### config.mk
export PLATFORM = sky130hd
export DESIGN_NAME = clk_div_ctrl
export DESIGN_NICKNAME = d
export VERILOG_FILES = /design/src/rtl/clk_div_pkg.sv /design/src/rtl/clk_div_core.sv /design/src/rtl/clk_div_ctrl.sv
export SDC_FILE = /design/constraint.sdc
export NUM_CORES = 1
export LEC_CHECK = 0
export CAP_MARGIN = 0
export CORE_MARGIN = 4
export CORE_UTILIZATION = 50
export CTS_BUF_LIST = sky130_fd_sc_hd__clkbuf_8
export DETAILED_ROUTE_END_ITERATION = 10
export PLACE_DENSITY = 0.92
export SLEW_MARGIN = 20
export SYNTH_ARGS = -nofsm -noshare
export SYNTH_HDL_FRONTEND = slang
export SYNTH_SLANG_ARGS = --single-unit
### constraint.sdc
create_clock -name clk_in -period 2.2 [get_ports clk_in]
set_clock_uncertainty 0.05 [all_clocks]
set_input_delay 0.44 -clock clk_in [delete_from_list [all_inputs] [get_ports clk_in]]
set_output_delay 0.44 -clock clk_in [all_outputs]
set_load 0.02 [all_outputs]
### src/rtl/clk_div_pkg.sv
// Shared types and helpers for the programmable clock divider.
// Pure declarations; no logic, no latency, no flow control.
package clk_div_pkg;

    typedef enum logic {
        IDLE = 1'b0,
        PEND = 1'b1
    } ctrl_state_t;

    localparam int DIV_MIN = 2;

    function automatic int unsigned half_ceil(input int unsigned n);
        return (n + 1) >> 1;
    endfunction

endpackage

### src/rtl/clk_div_core.sv
// Divider datapath: phase counter, registered clk_p and optional negedge clk_n stage.
// Wrap strobe is combinational from the count; CLK_DIV_DUTY50_EN adds the negedge stage. No backpressure.
module clk_div_core
    import clk_div_pkg::*;
#(
    parameter int CNT_W = 4
) (
    input  logic             clk_in,
    input  logic             rst_n,
    input  logic [CNT_W-1:0] cur_div,
    output logic             wrap,
    output logic [CNT_W-1:0] pos_count,
    output logic             clk_out
);

    logic [CNT_W-1:0] r_pos_count;
    logic             r_clk_p;
    logic [CNT_W-1:0] w_half;
    logic             w_wrap;

    assign w_half = CNT_W'(half_ceil(32'(cur_div)));
    assign w_wrap = (r_pos_count == cur_div - CNT_W'(1));

    // clk_p is sampled from the pre-update count, so it is always low on the wrap edge.
    always_ff @(posedge clk_in or negedge rst_n) begin
        if (!rst_n) begin
            r_pos_count <= '0;
            r_clk_p     <= 1'b0;
        end else begin
            r_pos_count <= w_wrap ? '0 : r_pos_count + CNT_W'(1);
            r_clk_p     <= (r_pos_count < w_half);
        end
    end

`ifdef CLK_DIV_DUTY50_EN
    logic r_clk_n;

    always_ff @(negedge clk_in or negedge rst_n) begin
        if (!rst_n) begin
            r_clk_n <= 1'b0;
        end else begin
            r_clk_n <= r_clk_p;
        end
    end

    // Odd ratios trim half a cycle off the high phase by ANDing with the delayed copy.
    assign clk_out = cur_div[0] ? (r_clk_p & r_clk_n) : r_clk_p;
`else
    assign clk_out = r_clk_p;
`endif

    assign wrap      = w_wrap;
    assign pos_count = r_pos_count;

endmodule

### src/rtl/clk_div_ctrl.sv
// Runtime-programmable clock divider; new ratios apply at the next period wrap (ack 1..cur_div cycles after accept).
// A second request while one is pending is dropped; CLK_DIV_DUTY50_EN selects 50% duty for odd ratios.
module clk_div_ctrl
    import clk_div_pkg::*;
#(
    parameter int CNT_W       = 4,
    parameter int DIV_DEFAULT = 3
) (
    input  logic             clk_in,
    input  logic             rst_n,
    input  logic             div_req,
    input  logic [CNT_W-1:0] div_val,
    output logic             div_ack,
    output logic             div_err,
    output logic             busy,
    output logic [CNT_W-1:0] cur_div,
    output logic             period_tick,
    output logic [CNT_W-1:0] pos_count,
    output logic             clk_out
);

    ctrl_state_t      r_state;
    logic [CNT_W-1:0] r_cur_div;
    logic [CNT_W-1:0] r_pend_div;
    logic             r_div_ack;
    logic             r_div_err;
    logic             r_period_tick;
    logic             w_wrap;

    clk_div_core #(
        .CNT_W (CNT_W)
    ) u_core (
        .clk_in    (clk_in),
        .rst_n     (rst_n),
        .cur_div   (r_cur_div),
        .wrap      (w_wrap),
        .pos_count (pos_count),
        .clk_out   (clk_out)
    );

    // A request accepted on a wrap edge is in IDLE there, so it waits for the following wrap.
    always_ff @(posedge clk_in or negedge rst_n) begin
        if (!rst_n) begin
            r_state       <= IDLE;
            r_cur_div     <= CNT_W'(DIV_DEFAULT);
            r_pend_div    <= '0;
            r_div_ack     <= 1'b0;
            r_div_err     <= 1'b0;
            r_period_tick <= 1'b0;
        end else begin
            r_div_ack     <= 1'b0;
            r_div_err     <= 1'b0;
            r_period_tick <= w_wrap;
            case (r_state)
                IDLE: begin
                    if (div_req) begin
                        if (div_val >= CNT_W'(DIV_MIN)) begin
                            r_pend_div <= div_val;
                            r_state    <= PEND;
                        end else begin
                            r_div_err  <= 1'b1;
                        end
                    end
                end
                PEND: begin
                    if (w_wrap) begin
                        r_cur_div <= r_pend_div;
                        r_div_ack <= 1'b1;
                        r_state   <= IDLE;
                    end
                end
                default: r_state <= IDLE;
            endcase
        end
    end

    assign busy        = (r_state == PEND);
    assign cur_div     = r_cur_div;
    assign div_ack     = r_div_ack;
    assign div_err     = r_div_err;
    assign period_tick = r_period_tick;

endmodule

==> impl_results.md <==
- Status: finished clean
- Dpl hpwl: roughly 1100 um
- Post-CTS Resized: 0
- Inserted Diodes: 0
- First-pass DRT Iterations: 4
- Startpoint Class: flop
- Number of max-cap violations: 0
- Vias in the first global route: around 560
- H-tree levels: 1
- Peak VDD IR: 0.00103 V
- WHS: 0.433 ns
- Pins Over Slew Limit: 0
- Highest Clock Rate: between 0.4 and 0.5 GHz
- Seq pwr share: 33.5%
- Final Critical Period: 2.09 ns
- Multi-input logic area: between 300 and 400 sq um
- Worst-Margin Slew: 0.289 ns
- Syn Area/Cell: ~12 sq um
- Final WS setup: 0.105 ns
- Cts hold-fix bufs: 0
- DRT iter0 DRCs: 8
- Switching Fraction: 37.6%
- Power per cell area: 1670 nW/um^2
- Power share of the clock group: a little under an eighth
- Initial Util: 54.3%
- Synth area leaders: dfrtp_1 44%, ha_1 8.9%, mux2_4 7.1%
- Die area: 2420 sq um
- Slew HR: between 80% and 90%
- Core area: 1560 sq um
- EDFF count, synth: 0
- CTS tree: done
- Filler Cells Inserted: 111
- Main synth FF type: dfrtp_1
- Leakage power: 0.515 nW
- Root Buffer: clkbuf_8
- Psw: between 600 and 700 uW
- Clock-pin slew on the worst setup and hold paths: 0.06 ns
- Hold crit path type: flop to flop
- DR WL/cell: roughly 14 um
- Fraction of registers with async set/reset: 100%
- Unrepaired setup endpoints after global routing: no
- Row count: 14
- Post-DRT Antenna Nets: 0
- Fin area: about 1100 sq um
- Largest area contributor in the synthesized netlist: dfrtp_1
- Pin count of the biggest net entering global routing: 18
- Critical path type: flop to flop
- Share of cells above drive strength 1: about 17%
- First-pass GRT wire length: 2590 um
- Setup_tns: 0 ns
- Yosys top cell area share: 44.3%
- Area of the mapped netlist: 847 sq um
- Syn_nets: 82
- Post-synthesis register bit count: 17
- Netlist cell types: 25
- Sequential Area: 428 sq um
- Most instantiated cells after synthesis: 15 x dfrtp_1, 6 x ha_1, 6 x nand2_1, 5 x xnor2_1, 4 x mux2_4
- Critical Path Sink Type: flop
- Combinational power share: between 50% and 60%
- Area Overhead vs Synth: 30.7%
- I/O Buffers: 19
- Cts bufs inserted: 3
- Endpoints failing setup: 0
- Grt ovf: 0
- Deepest clock path buffer count: 2
- Final hold violations: 0
- Clock Sinks: 17
- Area post-placement: 1060 sq um
- Total Wirelength: 1520 um
- Clk_lat worst skew: 0.25 ns
- Warnings from Yosys: 0
- Cells after synthesis: 69
- Initial antenna violation count: 0
- Overall routing resource usage: 14.8%
- Period utilisation layout: 95.2%
- CP required: 2.29 ns
- Postcts setup bufs: 0
- RePlAce Congestion: between 0.7 and 0.8
- Chip width: roughly 49 um
- Worst Path Arrival: between 2 and 2.5 ns
- Fin nets: between 100 and 150
- Die H: 49.2 um
- Sequential-to-total area share from yosys stat: approximately half
- Place WS: 0.0409 ns
- Core Util, Final: 71.0%
- DR vias: 559
- Internal power: 1.16 mW
- DRC: 0
- Most common cell in the netlist: dfrtp_1
- Maximum net fanout on the critical path: 6
- Via density: 5.13
- Io pins: 20
-- state kept, by name, summed over array words and instances, names as in the netlist --
signal,cells
period_tick,1
div_ack,1
cur_div,4
r_pend_div,4
busy,1
u_core.clk_out,1
u_core.pos_count,4
div_err,1
-- worst max-delay path: stages, from the launching register on --
cell,delay [ns]
dfstp_2,0.58
inv_1,0.06
ha_1,0.30
xnor2_1,0.13
nor3_1,0.24
and3_2,0.31
mux2_4,0.31
-- cells by family (layout without fill, tap and decap cells) --
family / count (synthesis) / in the layout / synth area share (%)
buffers and inverters: 6 / 30 / 4.43
AND/OR/NAND/NOR: 20 / 20 / 11.8
AO/OA/AOI/OAI: 6 / 6 / 4.87
multiplexers: 5 / 5 / 8.42
flip-flops: 17 / 17 / 50.5
adder cells (fa/ha/maj): 6 / 6 / 8.86
XOR/XNOR: 9 / 9 / 11.1
-- power groups by stage --
stage                     registers (mW)  logic (mW)  clock network, mW
after floorplan                    0.716       0.597                  0
after global placement             0.612       0.981                  0
after detailed placement           0.627        1.01                  0
after CTS                          0.622        1.02              0.231
after global routing               0.646        1.11              0.244
final                              0.621        1.01              0.223
-- final cells by class --
type / instances / area share [%]
Timing Repair Buffer: 23 / 19.9
Sequential cell: 17 / 38.6
Clock inverter: 1 / 0.339
Multi-Input combinational cell: 46 / 34.6
Tap cell: 16 / 1.81
Inverter: 3 / 1.02
Clock buffer: 3 / 3.73
-- layer usage --
metal	GRT usage [%]	wire, um
met5	0	0
met1	18.0	716
met3	3.06	73
met2	22.5	675
met4	11.4	50
-- cells in the final DEF, fill, tap and decap left out, types with 4 or more instances in the layout --
master,n
ha_1,6
dfrtp_1,15
buf_4,4
mux2_4,4
clkdlybuf4s50_1,19
xnor2_1,5
nand2_1,6
inv_1,4
-- path summary, 6_finish.rpt --
kind,startpoint,end,slack [ns],depth (start not counted)
max,cur_div[1]$_DFFE_PN1P_,cur_div[3]$_DFFE_PN0P_,0.11,6
min,r_pend_div[3]$_DFFE_PN0P_,r_pend_div[3]$_DFFE_PN0P_,0.43,2
max reg2reg,cur_div[1]$_DFFE_PN1P_,cur_div[3]$_DFFE_PN0P_,0.11,6
min reg2reg,r_pend_div[3]$_DFFE_PN0P_,r_pend_div[3]$_DFFE_PN0P_,0.43,2
max in group asynchronous,rst_n,cur_div[1]$_DFFE_PN1P_,1.39,2
min in group asynchronous,rst_n,u_core.pos_count[3]$_DFF_PN0_,0.46,2
-- stage by stage --
| stage | power, mW | instances |
|---|---|---|
| finish | 1.85 | 109 |
| CTS | 1.87 | 109 |
| global placement | 1.59 | 105 |
| detailed placement | 1.64 | 105 |
| global route | 2.00 | 109 |
| floorplan | 1.31 | 69 |
(Power assumes the default switching activity.)
==> patch, RTL diff (same settings) <==
Register the output `pos_count`, without a reset; this adds one clock of latency there. The other outputs are not delayed to match.
--- a/src/rtl/clk_div_ctrl.sv
+++ b/src/rtl/clk_div_ctrl.sv
@@ -20,4 +20,6 @@
 );
 
+    logic [CNT_W-1:0] pos_count_d;
+
     ctrl_state_t      r_state;
     logic [CNT_W-1:0] r_cur_div;
@@ -35,5 +37,5 @@
         .cur_div   (r_cur_div),
         .wrap      (w_wrap),
-        .pos_count (pos_count),
+        .pos_count (pos_count_d),
         .clk_out   (clk_out)
     );
@@ -81,4 +83,8 @@
     assign period_tick = r_period_tick;
 
+    always_ff @(posedge clk_in) begin
+        pos_count <= pos_count_d;
+    end
+
 endmodule
 
Function: changed (a bounded check fails within 4 cycles, from zero or initial values and one cycle with rst_n low).
==> patch against the unedited design <==
  * Sequential cell count rose by 4
  * Wire length rose by 13%
  * Setup slack got worse by 34 ps
  * Synthesized area rose by 9.2%
  * Total power rose by 8.5%
  * Die area rose by 7.6%
  * Cell area rose by 7.7%
==> patch: results (changes against the unedited design) <==
[run_status]
status=completed

[cts]
insertion_delay_ps=260
cts_htree_levels=1  ; unchanged
cts_root_buf=clkbuf_8
postCtsSetupRepairBufs=0  ; unchanged
cts.clk_slew.worst_paths_ps=70
cts_buffer_depth=2  ; unchanged
numCtsBuffers=3  ; unchanged

[detailed_routing]
met2_length_um=902  ; +34%
top_layer=met4
dr.first_iter.drc_count=6  ; -2
dr_wl_met3_um=72  ; -1.4%
drt_first_pass_iters=2  ; -2
wl_per_cell_um=14.4  ; +3.3%
num_vias=594  ; +6.3%
m1WireLength_um=689  ; -3.8%

[synthesis]
synth.yosys.seq_area_share_pct=54.9  ; +4.4 points
yosys_warnings=0  ; unchanged
syn_area_per_cell_sq_um=13.0  ; +6.1%
synth_flop_cell=dfrtp_1
synthDistinctLibCells=26  ; +4.0%
synthArstFlopShare_pct=81.0  ; -19 points
synthTopCellsByCount=dfrtp_1, ha_1, xnor2_1
syn_nets=84  ; +2.4%
synthTopCellsByArea=dfrtp_1, dfxtp_1, ha_1

[pwr]
p_leak_uw=0.000539  ; +4.5%
p_sw_uw=738  ; +5.8%
ir_drop_mv=0.789  ; -23%

[finish]
layout.nets=108  ; +0.93%
fin_cells=119  ; +9.2%
fin_util_pct=68.3  ; -2.7 points
antenna_cells=0  ; unchanged
drive_above_1_share_pct=16.0  ; -1.2 points

[sta]
slew_headroom_pct=71.4  ; -9.2 points

[place]
io_buffers=19  ; unchanged
place_congestion=0.787  ; -0.79%
dp_hpwl_um=1300  ; +14%

[global_route]
track_usage_pct=15.3  ; +0.51 points
grt_max_degree=12  ; -6
antenna_found_initial=0  ; unchanged
grt_pass1_vias=621  ; +10%
grt_pass1_wl_um=2860  ; +10%

[worst_hold_path]
hp-class=primary input to asynchronous set/reset pin

[worst_setup_path]
cp.arrival_ps=2220  ; +40 ps
critical-path-max-stage-delay_ps=590
cp_top_family=flip-flops
path_max_fanout=6  ; unchanged
slowest_stage=dfstp_2

## patch: timing repair
action / in CTS / in global routing
hold buffers: 0 / 0
resized for setup: 1 / 1
endpoints found under the setup margin: 1 / 2
## patch: final timing paths
path	startpoint	endpoint	slack [ps]	depth (start not counted)
min	rst_n	u_core.pos_count[3]	430	1
max in group asynchronous	rst_n	cur_div[0]	1110	2
min reg2reg	u_core.pos_count[3]	pos_count[3]	430	0
min in group clk_in	u_core.pos_count[3]	pos_count[3]	430	0
max reg2reg	cur_div[1]	cur_div[3]	70	6
max	cur_div[1]	cur_div[3]	70	6
## patch: per-stage QoR
| step | setup WS, ps | power, uW | cell area, sq um |
|---|---|---|---|
| 2_1_floorplan | 135 | 1430 | 925 |
| 3_3_place_gp | 162 | 1700 | 1140 |
| 3_5_place_dp | 13.6 | 1770 | 1140 |
| 4_1_cts | 70.4 | 2020 | 1190 |
| 5_1_grt | -12.1 | 2160 | 1190 |
| 6_report | 70.7 | 2010 | 1190 |
## patch: cell type report
| type | count | area, sq um |
|---|---|---|
| repair buffers | 22 | 213 |
| fillers | 148 | 553 |
| inverters | 3 | 11.3 |
| well taps | 25 | 31.3 |
| multi-input cells | 44 | 384 |
| clock buffers | 3 | 41.3 |
| flip-flops and latches | 21 | 508 |
| clock inverters | 1 | 3.75 |
## patch: worst register-to-register path, cell delays in order (launching register included)
cell	delay [ps]
dfstp_2	590
inv_1	60
ha_1	320
xnor2_1	160
nor3_1	250
and3_4	280
mux2_4	310
## patch: routing by layer
metal | track usage, % | vias up
li1 | - | 285
met1 | 17.4 | 288
met2 | 26.2 | 16
met3 | 3.79 | 5
met4 | 8.07 | 0
met5 | 0 | -
## patch: kinds of logic (layout without fill, tap and decap cells)
group	after synthesis	after routing	synth area share, %
AOI/OAI and AO/OA	7	7	5.41
xor gates and xnor gates	9	9	10.1
adders and majority gates	6	6	8.12
buffers and inverters	6	29	4.06
DFF	21	21	54.9
muxes	5	5	7.71
and+or+nand+nor	17	17	9.61
## patch: power by group through the flow
stage	clock (uW)	sequential, uW	combinational, uW
3_3_place_gp	0	732	967
6_report	237	740	1030
2_1_floorplan	0	834	598
4_1_cts	242	742	1030
3_5_place_dp	0	746	1020
5_1_grt	259	771	1120
